==> src/rtl/ann_train_pkg.sv <==
// Shared types and default sizes for the ANN training control path.
// Command opcodes and scheduler states are used by the top FSM and the op sequencer.
package ann_train_pkg;

    localparam int LAYERS_DEF = 3;
    localparam int N_OUT_DEF  = 10;

    typedef enum logic [1:0] {
        OP_FWD = 2'b00,
        OP_BWD = 2'b01,
        OP_UPD = 2'b10
    } eng_op_e;

    typedef enum logic [2:0] {
        S_IDLE,
        S_FETCH,
        S_ISSUE,
        S_WAIT,
        S_NEXT,
        S_DONE
    } sched_state_e;

endpackage

==> src/rtl/op_sequencer.sv <==
// Walks the per-sample command list: FWD 0..L-2, BWD L-2..0, UPD 0..L-2.
// o_last flags the final UPD command so the FSM knows the sample is finished.
module op_sequencer
    import ann_train_pkg::*;
#(
    parameter int LAYERS = LAYERS_DEF,
    parameter int LYW    = 1
) (
    input  logic           clk,
    input  logic           rst_vals,
    input  logic           i_clear,
    input  logic           i_advance,
    output eng_op_e        o_op,
    output logic [LYW-1:0] o_layer,
    output logic           o_last
);

    localparam logic [LYW-1:0] LMAX = LYW'(LAYERS - 2);

    eng_op_e        r_op;
    logic [LYW-1:0] r_layer;

    // Turnaround points keep the layer index: the deepest FWD is followed by the deepest BWD.
    always_ff @(posedge clk or negedge rst_vals) begin
        if (!rst_vals) begin
            r_op    <= OP_FWD;
            r_layer <= '0;
        end else if (i_clear) begin
            r_op    <= OP_FWD;
            r_layer <= '0;
        end else if (i_advance) begin
            unique case (r_op)
                OP_FWD: begin
                    if (r_layer == LMAX) begin
                        r_op <= OP_BWD;
                    end else begin
                        r_layer <= r_layer + LYW'(1);
                    end
                end
                OP_BWD: begin
                    if (r_layer == '0) begin
                        r_op <= OP_UPD;
                    end else begin
                        r_layer <= r_layer - LYW'(1);
                    end
                end
                OP_UPD: begin
                    if (r_layer == LMAX) begin
                        r_op    <= OP_FWD;
                        r_layer <= '0;
                    end else begin
                        r_layer <= r_layer + LYW'(1);
                    end
                end
                default: begin
                    r_op    <= OP_FWD;
                    r_layer <= '0;
                end
            endcase
        end
    end

    assign o_op    = r_op;
    assign o_layer = r_layer;
    assign o_last  = (r_op == OP_UPD) && (r_layer == LMAX);

endmodule

==> src/rtl/training_scheduler.sv <==
// Per-sample training sequencer: fetches labelled samples, drives the label encoder,
// and issues FWD/BWD/UPD layer commands to the shared engine while counting samples and epochs.
module training_scheduler
    import ann_train_pkg::*;
#(
    parameter int  LAYERS    = LAYERS_DEF,
    parameter int  N_OUT     = N_OUT_DEF,
    parameter int  N_SAMPLES = 1000,
    parameter int  N_EPOCHS  = 4,
    localparam int LW        = $clog2(N_OUT),
    localparam int LYW       = ($clog2(LAYERS - 1) > 1) ? $clog2(LAYERS - 1) : 1,
    localparam int SW        = $clog2(N_SAMPLES + 1),
    localparam int EW        = $clog2(N_EPOCHS + 1)
) (
    input  logic           clk,
    input  logic           rst_vals,
    input  logic           start,
    input  logic           sample_valid,
    input  logic [LW-1:0]  sample_label,
    output logic           sample_ready,
    output logic [LW-1:0]  lbl_value,
    output logic           lbl_clr,
    output logic           eng_start,
    output logic [1:0]     eng_op,
    output logic [LYW-1:0] eng_layer,
    input  logic           eng_done,
    output logic [SW-1:0]  sample_cnt,
    output logic [EW-1:0]  epoch_cnt,
    output logic           busy,
    output logic           done,
    output logic           bad_label
);

    sched_state_e   r_state;
    logic           r_ready;
    logic           r_eng_start;
    logic           r_busy;
    logic           r_done;
    logic           r_bad;
    logic           r_lbl_clr;
    logic [LW-1:0]  r_lbl_value;
    logic [SW-1:0]  r_sample_cnt;
    logic [EW-1:0]  r_epoch_cnt;

    logic           w_accept;
    logic           w_label_ok;
    logic           w_seq_clear;
    logic           w_seq_advance;
    logic           w_last;
    eng_op_e        w_op;
    logic [LYW-1:0] w_layer;
    logic           w_epoch_wrap;
    logic           w_run_end;

    // One extra bit so a power-of-two N_OUT still compares correctly.
    assign w_label_ok    = {1'b0, sample_label} < (LW + 1)'(N_OUT);
    assign w_accept      = (r_state == S_FETCH) && sample_valid;
    assign w_seq_clear   = w_accept && w_label_ok;
    assign w_seq_advance = (r_state == S_WAIT) && eng_done;
    assign w_epoch_wrap  = (r_sample_cnt == SW'(N_SAMPLES - 1));
    assign w_run_end     = w_epoch_wrap && (r_epoch_cnt == EW'(N_EPOCHS - 1));

    op_sequencer #(
        .LAYERS (LAYERS),
        .LYW    (LYW)
    ) u_op_sequencer (
        .clk       (clk),
        .rst_vals  (rst_vals),
        .i_clear   (w_seq_clear),
        .i_advance (w_seq_advance),
        .o_op      (w_op),
        .o_layer   (w_layer),
        .o_last    (w_last)
    );

    // Outputs are registered alongside each transition so they track the state they belong to.
    always_ff @(posedge clk or negedge rst_vals) begin
        if (!rst_vals) begin
            r_state      <= S_IDLE;
            r_ready      <= 1'b0;
            r_eng_start  <= 1'b0;
            r_busy       <= 1'b0;
            r_done       <= 1'b0;
            r_bad        <= 1'b0;
            r_lbl_clr    <= 1'b1;
            r_lbl_value  <= '0;
            r_sample_cnt <= '0;
            r_epoch_cnt  <= '0;
        end else begin
            r_eng_start <= 1'b0;
            unique case (r_state)
                S_IDLE, S_DONE: begin
                    if (start) begin
                        r_sample_cnt <= '0;
                        r_epoch_cnt  <= '0;
                        r_bad        <= 1'b0;
                        r_done       <= 1'b0;
                        r_busy       <= 1'b1;
                        r_ready      <= 1'b1;
                        r_state      <= S_FETCH;
                    end
                end
                S_FETCH: begin
                    if (sample_valid) begin
                        r_lbl_value <= sample_label;
                        r_ready     <= 1'b0;
                        if (w_label_ok) begin
                            r_lbl_clr   <= 1'b0;
                            r_eng_start <= 1'b1;
                            r_state     <= S_ISSUE;
                        end else begin
                            r_bad     <= 1'b1;
                            r_lbl_clr <= 1'b1;
                            r_state   <= S_NEXT;
                        end
                    end
                end
                S_ISSUE: begin
                    r_state <= S_WAIT;
                end
                S_WAIT: begin
                    if (eng_done) begin
                        if (w_last) begin
                            r_state <= S_NEXT;
                        end else begin
                            r_eng_start <= 1'b1;
                            r_state     <= S_ISSUE;
                        end
                    end
                end
                S_NEXT: begin
                    r_lbl_clr <= 1'b1;
                    if (w_epoch_wrap) begin
                        r_sample_cnt <= '0;
                        r_epoch_cnt  <= r_epoch_cnt + EW'(1);
                    end else begin
                        r_sample_cnt <= r_sample_cnt + SW'(1);
                    end
                    if (w_run_end) begin
                        r_busy  <= 1'b0;
                        r_done  <= 1'b1;
                        r_state <= S_DONE;
                    end else begin
                        r_ready <= 1'b1;
                        r_state <= S_FETCH;
                    end
                end
                default: begin
                    r_busy  <= 1'b0;
                    r_ready <= 1'b0;
                    r_state <= S_IDLE;
                end
            endcase
        end
    end

    assign sample_ready = r_ready;
    assign lbl_value    = r_lbl_value;
    assign lbl_clr      = r_lbl_clr;
    assign eng_start    = r_eng_start;
    assign eng_op       = w_op;
    assign eng_layer    = w_layer;
    assign sample_cnt   = r_sample_cnt;
    assign epoch_cnt    = r_epoch_cnt;
    assign busy         = r_busy;
    assign done         = r_done;
    assign bad_label    = r_bad;

endmodule
==> config.mk <==
export PLATFORM = sky130hd
export DESIGN_NAME = training_scheduler
export DESIGN_NICKNAME = d
export VERILOG_FILES = /design/src/rtl/ann_train_pkg.sv /design/src/rtl/op_sequencer.sv /design/src/rtl/training_scheduler.sv
export SDC_FILE = /design/constraint.sdc
export NUM_CORES = 1
export LEC_CHECK = 0
export CAP_MARGIN = 25
export CELL_PAD_IN_SITES_DETAIL_PLACEMENT = 0
export CELL_PAD_IN_SITES_GLOBAL_PLACEMENT = 1
export CORE_UTILIZATION = 47
export CTS_CLUSTER_DIAMETER = 40
export DETAILED_ROUTE_END_ITERATION = 6
export DONT_BUFFER_PORTS = 1
export GPL_TIMING_DRIVEN = 0
export PLACE_DENSITY = 0.88
export SYNTH_ARGS = -nofsm -noshare
export SYNTH_HDL_FRONTEND = slang
export SYNTH_SLANG_ARGS = --single-unit
export TNS_END_PERCENT = 1
==> constraint.sdc <==
create_clock -name clk -period 2 [get_ports clk]
set_clock_uncertainty 0.05 [all_clocks]
set_input_delay 0.4 -clock clk [delete_from_list [all_inputs] [get_ports clk]]
set_output_delay 0.4 -clock clk [all_outputs]
set_load 0.02 [all_outputs]
# After elaboration in Yosys (flattened, before gate mapping)
# Index checks and enable logic that the tools add are counted.
[op_classes] addsub=4 mul=0 div=0 order_cmp=1 n_eq_ne=19 shifts=0 muxes=45 n_bitwise=2 n_reduce_logical=24
[ops] op="3-bit 2-to-1 mux" n=8
[ops] op="10-bit 2-to-1 mux" n=2
[ops] op="10-bit one-hot mux with 2 select lines" n=1
[ops] op="1-bit 2-to-1 mux" n=19
[ops] op="3-bit one-hot mux with 5 select lines" n=1
[ops] op="2-bit inequality test, second input constant" n=7
[ops] op="3-bit AND reduction" n=4
[ops] op="4-bit AND reduction" n=3
[ops] op="10-bit by 1-bit adder with 10-bit output, second input constant" n=1
[ops] op="10-bit == test, second input constant" n=1
[ops] op="2-bit 2-to-1 mux" n=5
[ops] op="3-bit by 2-bit == test with 1-bit output, second input constant" n=3
[ops] op="1-bit one-hot mux with 2 select lines" n=4
[ops] op="2-bit nonzero test" n=4
[ops] op="3-bit == test, second input constant" n=2
[ops] op="3-bit by 1-bit inequality test with 1-bit output, second input constant" n=2
[ops] op="1-bit one-hot mux with 3 select lines" n=2
[ops] op="2-bit one-hot mux with 3 select lines" n=1
[ops] op="3-bit one-hot mux with 2 select lines" n=1
[ops] op="2-bit AND reduction" n=3
[ops] op="1-bit logical AND" n=5
[ops] op="4-bit less-than comparator, second input constant" n=1
[ops] op="1-bit one-hot mux with 4 select lines" n=1
[ops] op="2-bit OR reduction" n=2
[ops] op="11 further kinds" n=12
[totals] reg_bits=29 latch_bits=0 ram_bits=0 mem_bits_ro=0 inputBits=9 out_inout_bits=26 word_cells=107 n_memories=0

# Logic depth before layout (Yosys ltp)
# Gate-level depths: netlist (run 1).
[logic_depth] word_depth=5 ltp_mapped=6 ltp_nobuf=5

# By module
# A second synthesis (run 1) with hierarchy kept.
[hier_totals] cells_unflattened=170 hier_area_um2=1604.0
[modules_own_cells] mod="training_scheduler" instances=1 cells_per_inst=154 area_each_um2=1456.4 seq_area_each_um2=651.9
[modules_own_cells] mod="op_sequencer" instances=1 cells_per_inst=16 area_each_um2=147.6 seq_area_each_um2=75.1

# Worst setup path before layout (run 1)
# No wires, ideal clock.
[synth_path] path_kind="reg-to-reg" from="reg r_sample_cnt[0], in the netlist sample_cnt[0]" to="reg r_epoch_cnt[1], in the netlist epoch_cnt[1]" setup_time_ns=0.122 arrival_time_ns=1.585 t_required_ns=1.828 slack_ns=0.243 path_stages_with_launch=6 n_path_buf=0 synth_period_minus_slack_ns=1.757 path_cell_list="dfrtp_1 -> ha_1 -> and4bb_2 -> a31oi_4 -> or2_1 -> a32o_1"
[synth_via] elab_chain_cells=3
[synth_rtl] element="start: declaration" line_no="training_scheduler.sv:42" rtl="logic [SW-1:0] r_sample_cnt;"
[synth_rtl] element="start signal: assignment" line_no="training_scheduler.sv:137" rtl="r_sample_cnt <= r_sample_cnt + SW'(1);"
[synth_rtl] element="10-bit == test" line_no="training_scheduler.sv:60" rtl="assign w_epoch_wrap = (r_sample_cnt == SW'(N_SAMPLES - 1));"
[synth_rtl] element="2-bit inequality test (no line)"
[synth_rtl] element="3-bit AND reduction (no line)"
[synth_rtl] element="end signal: assignment" line_no="training_scheduler.sv:135" rtl="r_epoch_cnt <= r_epoch_cnt + EW'(1);"
[synth_rtl] element="end: declaration" line_no="training_scheduler.sv:43" rtl="logic [EW-1:0] r_epoch_cnt;"
# Every way passes these cells.
# A chain may end at the register's enable or synchronous reset.

# Worst setup path after layout (run 1)
[layout_path] from="reg r_sample_cnt[1], in the netlist sample_cnt[1]" to="reg r_epoch_cnt[1], in the netlist epoch_cnt[1]"
# Same word-level chain as after synthesis.

==> key figures, run 1 <==
Yosys
  • Number of synthesized flops with an enable pin: 0
  • Net count after synthesis: 171
  • Synth warn: 0
  • Cells after synthesis: 159
  • Number of unique standard cell types used by synthesis: 53
  • Mapped cell area: 1580 sq um
  • Fraction of the yosys area taken by sequential cells: 45.9%
  • Flops & latches, synth: 29
  • Top FF cell, synth: dfrtp_1
  • Syn avg cell area: 9.96 sq um
  • Async set-or-reset flop fraction in the synthesized netlist: 100%

Setup path
  • Slack of the worst reg-to-reg path: 80 ps
  • End of the worst register-to-register path: epoch_cnt[1]
  • Path depth of the worst reg2reg path: 5
  • Largest fanout on the critical path: 7
  • Class of the most critical setup path: flip-flop to flip-flop
  • Reg2reg start: sample_cnt[1]
  • Arrival time at the worst endpoint: 2090 ps
  • Launching element type of the critical path: flip-flop
  • Required time at the endpoint of the critical path: 2170 ps
  • CP Capture Type: flip-flop

Global route
  • Total global-route track usage: 22.4%
  • Initial antenna violation count: 0
  • Vias in the first global route: 1357
  • Global-route wire length before repair: 5910 um
  • GR Overflow Total: 0
  • Largest net degree at the start of global routing: 30

Job
  • Max Cap Viol: 0

Detailed routing
  • Number of nets still failing antenna checks after routing: 0
  • DRC viols: 0
  • Drt pass-1 iters: 4
  • Sum of routed wire length over all layers: 3520 um
  • Vias per cell: 6.10
  • Initial DRC Count: 81
  • Final routed wire length divided by cell count: 16.5 um
  • Vias: 1299

Timing
  • Setup TNS: 0 ps
  • Endpoints failing hold: 0
  • Final-report max-slew violation count: 0
  • Worst slew margin relative to its limit: 65.4%
  • Transition at the pin with the smallest max-transition slack: 513 ps
  • Setup-failing EPs final: 0
  • Final Critical Period: 1920 ps
  • Fin crit share: 95.9%
  • Maximum frequency from static timing analysis: 0.521 GHz
  • Setup repair after global routing missed its margin: false

Clock tree
  • Clock input transition at the sequential cells of the worst setup and hold paths: 110 ps
  • CTS Sinks: 29
  • Number of buffers inserted during clock tree synthesis: 5
  • Clk Latency, worst-skew pair: 330 ps
  • CTS H-Tree Depth: 2
  • TritonCTS clock tree: built
  • Max Root-Sink Buffers: 2
  • Setup bufs post-CTS: 0
  • Root cell of the clock tree: clkbuf_4

Die
  • Std-Cell Core Area: 3130 sq um
  • Chip height: 60.1 um
  • Effective utilization at floorplan: 50.6%
  • Cell row count: 20
  • Die Outline Area: 3610 sq um
  • Die X: 60.1 um
  • IO Pins: 35

Cells and area
  • Number of nets in the layout: 180
  • Count of filler cells inserted in the layout: 285
  • Share of final-layout standard cells stronger than drive strength 1: 16.6%
  • Layout area overhead: 11.9%
  • Final Non-Filler Cells: 213
  • Inserted Diodes: 0
  • Finished Core Util: 56.7%
  • Commonest non-fill, non-tap cells in the layout: dfrtp_1, nand2_1, o21ai_0
  • Post-route cell area: 1770 sq um
  • Most frequent standard cell in the layout excluding fill and tap cells: dfrtp_1

Pwr
  • Static leakage power: 0.000750 uW
  • Power density relative to cell area: 1430 nW/um^2
  • Power, Total: 2540 uW
  • IR drop worst, VDD: 0.647 mV

Placement
  • Cell area reported after detailed placement: 1640 sq um
  • Port bufs: 0
  • Final weighted congestion in routability-driven placement: 0.841
  • Estimated wirelength of the detail-placed design: 2560 um
  • Inst Count DP: 203

Worst hold path
  • Type of the worst min-delay path: input pin to flip-flop
  • Hold Crit Endpoint: lbl_value[3]
  • Worst Hold Launch: sample_label[3]
  • Cell depth of the worst hold path: 1

Outcome
  • Outcome: finished, final reports clean
[synthesized netlist by cell type (all sizes together) (3+ instances only)]
library cell,instances,area (sq um)
a21oi,11,55.1
and3,3,18.8
and4,3,26.3
buf,6,30.0
dfrtp,28,701
ha,3,37.5
inv,6,22.5
mux2,4,45.0
nand2,16,60.1
nand3,3,15.0
nor2,9,33.8
nor3b,3,22.5
o21ai,16,83.8
[registers in the layout, indices dropped and copies added (netlist names)]
register	cells
sample_cnt	10
lbl_value	4
epoch_cnt	3
r_state	3
u_op_sequencer.o_op	2
bad_label	1
busy	1
done	1
eng_start	1
lbl_clr	1
sample_ready	1
u_op_sequencer.o_layer	1
[report_power, final]
group | switching [uW] | internal [uW] | total, uW
clock | 225 | 387 | 612
sequential | 446 | 788 | 1230
combinational | 377 | 320 | 698
[area by class of cell]
type,count,area (sq um),area share [%]
Multi-Input combinational cell,117,801,45.2
Tap cell,44,55.1,3.11
Timing Repair Buffer,2,30.0,1.69
Inverter,6,22.5,1.27
Clock buffer,5,37.5,2.12
Clock inverter,3,65.1,3.67
Sequential cell,29,728,41.1
Buffer,7,33.8,1.91
[critical path, cell delays in order, from the launching register on]
cell and delay (ps):
dfrtp_1 520, ha_1 270, and4bb_2 330, a31oi_4 150
or2_1 300, a32o_1 200
[repair_timing]
item,in CTS,in global routing
setup endpoints to repair,0,1
hold buffers,2,0
gates resized for setup,0,1
endpoints found under the hold margin,29,0
[layer usage]
layer	up-vias	wire, um	part of all wire (%)	track usage (%)
met4	0	19	0.54	6.98
met3	4	219	6.2	6.93
met5	-	0	0	0
met1	649	1440	41	26.3
li1	612	-	-	-
met2	34	1840	52	39.0
[how the worst max path moves through the flow]
stage                        from            to  slack, ps  depth (start not counted)
finish              sample_cnt[1]  epoch_cnt[1]         80                          5
global route        sample_cnt[1]  epoch_cnt[1]          3                          5
detailed placement  sample_cnt[0]  epoch_cnt[1]         60                          5
CTS                 sample_cnt[0]  epoch_cnt[1]         40                          5
global placement    sample_cnt[0]  epoch_cnt[1]        100                          5
floorplan           sample_cnt[0]  epoch_cnt[1]        240                          5
[metrics by stage]
step | setup WS (ps) | hold slack [ps]
after floorplan | 243 | 54.4
after global placement | 103 | 55.2
after detailed placement | 57.5 | 55.0
after CTS | 38.5 | 153
after global routing | 2.80 | 141
final | 82.2 | 161
[kinds of logic (layout without fill, tap and decap cells)]
kind of cell / Yosys count / after routing / share of synthesized area (%)
DFF: 29 / 29 / 45.9
AOI/OAI and AO/OA: 51 / 51 / 22.5
adders and majority gates: 3 / 3 / 2.37
and+or+nand+nor: 57 / 57 / 21.6
buffers and inverters: 13 / 23 / 3.55
muxes: 6 / 6 / 4.11
Note: power is estimated with default switching activity, not from simulation.
==> run 2, diff against run 1 <==
--- a/config.mk
+++ b/config.mk
@@ -14,6 +14,7 @@
 export DONT_BUFFER_PORTS = 1
 export GPL_TIMING_DRIVEN = 0
 export PLACE_DENSITY = 0.88
+export REMOVE_ABC_BUFFERS = 1
 export SYNTH_ARGS = -nofsm -noshare
 export SYNTH_HDL_FRONTEND = slang
 export SYNTH_SLANG_ARGS = --single-unit
==> run 2 against run 1 <==
  * Critical path depth stayed put
  * Clock power is 18% lower
  * Non-clock buffer count shrank 6
  * Global-route usage decreased by 2.1 points
  * Setup slack got worse by 6.7 ps
  * Hold slack improved by 9.8 ps
  * Combinational power shrank 19%
  * Fmax fell by 0.35%
  * Design area is 2.3% lower
  * Critical endpoint unchanged
  * Largest power group unchanged
==> key figures, run 2 (synthesis gave the netlist of run 1 again) <==
Cells and area
  • Post-route cell area: 1730 sq um (-2.3%)
  • Commonest non-fill, non-tap cells in the layout: dfrtp_1, nand2_1, o21ai_0
  • Inserted Diodes: 0 (unchanged)
  • Most frequent standard cell in the layout excluding fill and tap cells: dfrtp_1
  • Finished Core Util: 55.4% (-1.3 points)
  • Layout area overhead: 9.32%
  • Number of nets in the layout: 174 (-3.3%)
  • Flip-flop count of the largest register, all copies and words added: 10 (unchanged)
  • Final Non-Filler Cells: 207 (-2.8%)
  • Share of final-layout standard cells stronger than drive strength 1: 14.1% (-2.5 points)

Timing
  • Final Critical Period: 1920 ps (+6.71 ps)
  • Maximum frequency from static timing analysis: 0.520 GHz (-0.35%)
  • Transition at the pin with the smallest max-transition slack: 661 ps (+149 ps)
  • Final worst slack: 75.5 ps (-6.71 ps)
  • Endpoints failing hold: 0 (unchanged)
  • Fin crit share: 96.2% (+0.34 points)
  • Final-report max-slew violation count: 0 (unchanged)
  • Setup TNS: 0 ps (unchanged)
  • Setup-failing EPs final: 0 (unchanged)
  • Setup repair after global routing missed its margin: false
  • Worst slew margin relative to its limit: 55.9% (-9.5 points)

Worst hold path
  • Cell depth of the worst hold path: 1 (unchanged)
  • Type of the worst min-delay path: input pin to flip-flop
  • Worst Hold Launch: sample_label[3]

Die
  • IO Pins: 35 (unchanged)
  • Chip height: 60.1 um (unchanged)
  • Die Outline Area: 3610 sq um (unchanged)
  • Cell row count: 20 (unchanged)
  • Std-Cell Core Area: 3130 sq um (unchanged)
  • Effective utilization at floorplan: 50.6% (unchanged)
  • Die X: 60.1 um (unchanged)

Clock tree
  • CTS Sinks: 29 (unchanged)
  • Clock input transition at the sequential cells of the worst setup and hold paths: 90 ps (-20 ps)
  • Clk Latency, worst-skew pair: 330 ps (about the same)
  • TritonCTS clock tree: built
  • Number of buffers inserted during clock tree synthesis: 5 (unchanged)
  • Root cell of the clock tree: clkbuf_4
  • Setup bufs post-CTS: 0 (unchanged)
  • CTS H-Tree Depth: 2 (unchanged)
  • Max Root-Sink Buffers: 2 (unchanged)

Setup path
  • End of the worst register-to-register path: epoch_cnt[1]
  • Reg2reg start: sample_cnt[1]
  • Slack of the worst reg-to-reg path: 80 ps (about the same)
  • Path depth of the worst reg2reg path: 5 (unchanged)
  • Arrival time at the worst endpoint: 2090 ps (about the same)
  • Largest fanout on the critical path: 7 (unchanged)
  • CP Capture Type: flip-flop
  • Worst setup startpoint: sample_cnt[1]
  • Class of the most critical setup path: flip-flop to flip-flop
  • Worst setup path endpoint: epoch_cnt[1]
  • Required time at the endpoint of the critical path: 2170 ps (about the same)
  • Launching element type of the critical path: flip-flop

Placement
  • Port bufs: 0 (unchanged)
  • Cell area reported after detailed placement: 1610 sq um (-1.8%)
  • Final weighted congestion in routability-driven placement: 0.723 (-14%)
  • Inst Count DP: 197 (-3.0%)
  • Estimated wirelength of the detail-placed design: 2340 um (-8.6%)
  • Worst slack after detailed placement: 30.4 ps (-27.2 ps)

Pwr
  • IR drop worst, VDD: 0.628 mV (-2.9%)
  • Power density relative to cell area: 1370 nW/um^2 (-4.7%)
  • Static leakage power: 0.000719 uW (-4.1%)

Global route
  • Total global-route track usage: 20.3% (-2.1 points)
  • Global-route wire length before repair: 5280 um (-11%)
  • Vias in the first global route: 1213 (-11%)
  • Initial antenna violation count: 0 (unchanged)
  • Largest net degree at the start of global routing: 30 (unchanged)
  • GR Overflow Total: 0 (unchanged)

Detailed routing
  • Final routed wire length divided by cell count: 15.7 um (-4.6%)
  • Sum of routed wire length over all layers: 3260 um (-7.3%)
  • Drt pass-1 iters: 5 (+1)
  • Number of nets still failing antenna checks after routing: 0 (unchanged)
  • Initial DRC Count: 36 (-56%)
  • Vias: 1231 (-5.2%)
  • Vias per cell: 5.95 (-2.5%)
  • DRC viols: 0 (unchanged)

Outcome
  • Outcome: finished, final reports clean

Job
  • Max Cap Viol: 0 (unchanged)
## run 2: how the worst min path moves through the flow
stage / to / slack [ps]
finish: lbl_value[3] / 170
global route: lbl_value[3] / 150
CTS: lbl_value[3] / 160
detailed placement: u_op_sequencer.o_layer / 60
global placement: u_op_sequencer.o_op[1] / 60
floorplan: bad_label / 50
## run 2: worst max-delay path, cell delays in order, from the launching register on
cell	delay (ps)
dfrtp_1	520
ha_1	270
and4bb_2	320
a31oi_4	150
or2_1	300
a32o_1	200
## run 2: area by class of cell
| type | instances | area (sq um) |
|---|---|---|
| multi-input combinational | 117 | 806 |
| timing repair buffer | 3 | 35.0 |
| inverter | 6 | 22.5 |
| clock buffer | 7 | 55.1 |
| fill | 287 | 1400 |
| clock inverter | 1 | 30.0 |
| sequential | 29 | 728 |
| tap | 44 | 55.1 |
## run 2: stage by stage
stage / hold slack (ps) / power, uW
final: 170 / 2370
after global routing: 147 / 2520
after CTS: 156 / 2380
after detailed placement: 55.6 / 1870
after global placement: 55.2 / 1830
after floorplan: 54.4 / 1700
## run 2: metal layers
metal / vias to the layer above / wire length (um) / GRT usage [%]
li1: 598 / - / -
met1: 599 / 1440 / 24.1
met2: 29 / 1610 / 33.5
met3: 5 / 167 / 6.71
met4: 0 / 46 / 8.97
met5: - / 0 / 0
## run 2: power by group
group | switching, uW | internal [uW]
registers | 513 | 787
clock network | 202 | 298
logic | 273 | 295
total | 988 | 1380
## run 2: timing repair
item,CTS,global route
setup endpoints to repair,0,12
resized for setup,0,2
hold endpoints to repair,29,0
hold buffers,2,0
==> run 3, diff against run 2 <==
--- a/config.mk
+++ b/config.mk
@@ -8,12 +8,12 @@
 export CAP_MARGIN = 25
 export CELL_PAD_IN_SITES_DETAIL_PLACEMENT = 0
 export CELL_PAD_IN_SITES_GLOBAL_PLACEMENT = 1
-export CORE_UTILIZATION = 47
+export CORE_UTILIZATION = 50
+export CTS_BUF_LIST = sky130_fd_sc_hd__clkbuf_8
 export CTS_CLUSTER_DIAMETER = 40
 export DETAILED_ROUTE_END_ITERATION = 6
 export DONT_BUFFER_PORTS = 1
-export GPL_TIMING_DRIVEN = 0
-export PLACE_DENSITY = 0.88
+export PLACE_DENSITY = 0.92
 export REMOVE_ABC_BUFFERS = 1
 export SYNTH_ARGS = -nofsm -noshare
 export SYNTH_HDL_FRONTEND = slang
==> run 3 against run 2 <==
  * Core utilization is 5.6 points higher
  * First-iteration DRC count up 67%
  * Sequential share of layout area decreased by 2.7 points
  * Fmax grew 11%
  * Largest cell class unchanged
==> key figures, run 3 (synthesis gave the netlist of run 1 again) <==
Outcome
  • Outcome: finished, final reports clean

Clock tree
  • Root cell of the clock tree: clkbuf_8
  • Post-CTS Hold Buffers: 2 (unchanged)
  • Clk Latency, worst-skew pair: 290 ps (-40 ps)
  • Max Root-Sink Buffers: 2 (unchanged)
  • Clock input transition at the sequential cells of the worst setup and hold paths: 70 ps (-20 ps)
  • CTS Sinks: 29 (unchanged)
  • CTS H-Tree Depth: 2 (unchanged)
  • Setup bufs post-CTS: 0 (unchanged)
  • TritonCTS clock tree: built
  • Resize count post-CTS: 0 (unchanged)
  • Number of buffers inserted during clock tree synthesis: 5 (unchanged)

Detailed routing
  • Vias per cell: 5.92 (-0.49%)
  • Vias: 1290 (+4.8%)
  • DRC viols: 0 (unchanged)
  • Initial DRC Count: 60 (+67%)
  • Drt pass-1 iters: 4 (-1)
  • Final routed wire length divided by cell count: 15.7 um (-0.50%)
  • Number of nets still failing antenna checks after routing: 0 (unchanged)
  • Sum of routed wire length over all layers: 3420 um (+4.8%)

Setup path
  • Required time at the endpoint of the critical path: 2120 ps (-50 ps)
  • Arrival time at the worst endpoint: 1860 ps (-230 ps)
  • CP Capture Type: flip-flop
  • Slack of the worst reg-to-reg path: 270 ps (+190 ps)
  • Class of the most critical setup path: flip-flop to flip-flop
  • Largest stage delay on the critical path: 500 ps (-20 ps)
  • Launching element type of the critical path: flip-flop
  • Buffers and inverters on the worst path: 0 (unchanged)
  • Crit-path cells: and2b_1 > and3b_1 > mux2_2
  • Standard cell with the maximum stage delay on the critical path: dfrtp_1
  • Largest delay share family, worst path: simple AND/OR/NAND/NOR gates
  • Largest fanout on the critical path: 13 (+6)

Die
  • IO Pins: 35 (unchanged)
  • Cell row count: 20 (unchanged)
  • Std-Cell Core Area: 3030 sq um (-3.2%)
  • Die X: 58.3 um (-2.9%)
  • Effective utilization at floorplan: 52.3% (+1.7 points)
  • Chip height: 58.3 um (-2.9%)
  • Die Outline Area: 3400 sq um (-5.8%)

Global route
  • Total global-route track usage: 22.7% (+2.3 points)
  • Initial antenna violation count: 0 (unchanged)
  • Largest net degree at the start of global routing: 30 (unchanged)
  • Vias in the first global route: 1260 (+3.9%)
  • GR Overflow Total: 0 (unchanged)
  • Global-route wire length before repair: 5640 um (+6.9%)

Timing
  • Endpoints failing hold: 0 (unchanged)
  • Fin crit share: 86.6% (-9.6 points)
  • Worst slew margin relative to its limit: 69.0% (+13 points)
  • Final-report max-slew violation count: 0 (unchanged)
  • Transition at the pin with the smallest max-transition slack: 460 ps (-202 ps)
  • Setup TNS: 0 ps (unchanged)
  • Setup-failing EPs final: 0 (unchanged)
  • Final Critical Period: 1730 ps (-193 ps)
  • Setup repair after global routing missed its margin: false
  • Maximum frequency from static timing analysis: 0.577 GHz (+11%)

Worst hold path
  • Type of the worst min-delay path: input pin to flip-flop

Placement
  • Port bufs: 0 (unchanged)
  • Estimated wirelength of the detail-placed design: 2450 um (+4.8%)
  • Final weighted congestion in routability-driven placement: 0.845 (+17%)

Pwr
  • IR drop worst, VDD: 0.756 mV (+20%)
  • Static leakage power: 0.000790 uW (+9.8%)
  • Power density relative to cell area: 1420 nW/um^2 (+3.8%)
  • Power, Total: 2620 uW (+11%)

Cells and area
  • Layout area overhead: 16.5%
  • Inserted Diodes: 0 (unchanged)
  • Number of nets in the layout: 185 (+6.3%)
  • Most frequent standard cell in the layout excluding fill and tap cells: dfrtp_1
  • Share of final-layout standard cells stronger than drive strength 1: 19.0% (+4.9 points)
  • Flip-flop count of the largest register, all copies and words added: 10 (unchanged)
  • Commonest non-fill, non-tap cells in the layout: dfrtp_1, nand2_1, o21ai_0

Job
  • Max Cap Viol: 0 (unchanged)
-- run 3: power breakdown --
group          leakage, uW  switching [uW]  total [uW]  internal (uW)
clock            0.0000574             230         635            405
combinational     0.000359             440         816            376
sequential        0.000373             380        1170            789
-- run 3: worst reg2reg max path, cell delays in order, from the launching register on --
cell and delay (ps):
dfrtp_1 500, and2b_1 310, and3b_1 370, mux2_2 380
-- run 3: area by class of cell --
cell class / instances / area [sq um]
well taps: 44 / 55.1
flip-flops and latches: 29 / 727
repair buffers: 14 / 120
clock inverters: 2 / 37.5
clock buffers: 6 / 82.6
fillers: 248 / 1180
inverters: 6 / 22.5
multi-input cells: 117 / 801
-- run 3: through the flow --
step / hold slack (ps) / util, % / area, sq um / std cells / worst slack, ps
finish: 212 / 61.0 / 1850 / 218 / 268
global route: 195 / 61.0 / 1850 / 218 / 189
CTS: 205 / 61.0 / 1850 / 218 / 279
detailed placement: 55.0 / 56.0 / 1700 / 208 / 284
global placement: 55.0 / 56.0 / 1700 / 208 / 328
floorplan: 54.4 / - / 1550 / 152 / 82.7
-- run 3: path summary, 6_finish.rpt --
kind,endpoint,depth (start not counted),from
max,lbl_value[2],3,r_state[2]
max reg2reg,lbl_value[2],3,r_state[2]
min,lbl_value[3],1,sample_label[3]
min reg2reg,lbl_clr,2,lbl_clr
min in group asynchronous,eng_start,2,rst_vals
max in group asynchronous,lbl_clr,2,rst_vals
-- run 3: metal layers --
layer / up-vias / global-route usage [%] / wire length, um
li1: 620 / - / -
met1: 620 / 26.3 / 1400
met2: 45 / 37.9 / 1720
met3: 5 / 8.71 / 246
met4: 0 / 8.50 / 55
met5: - / 0 / 0
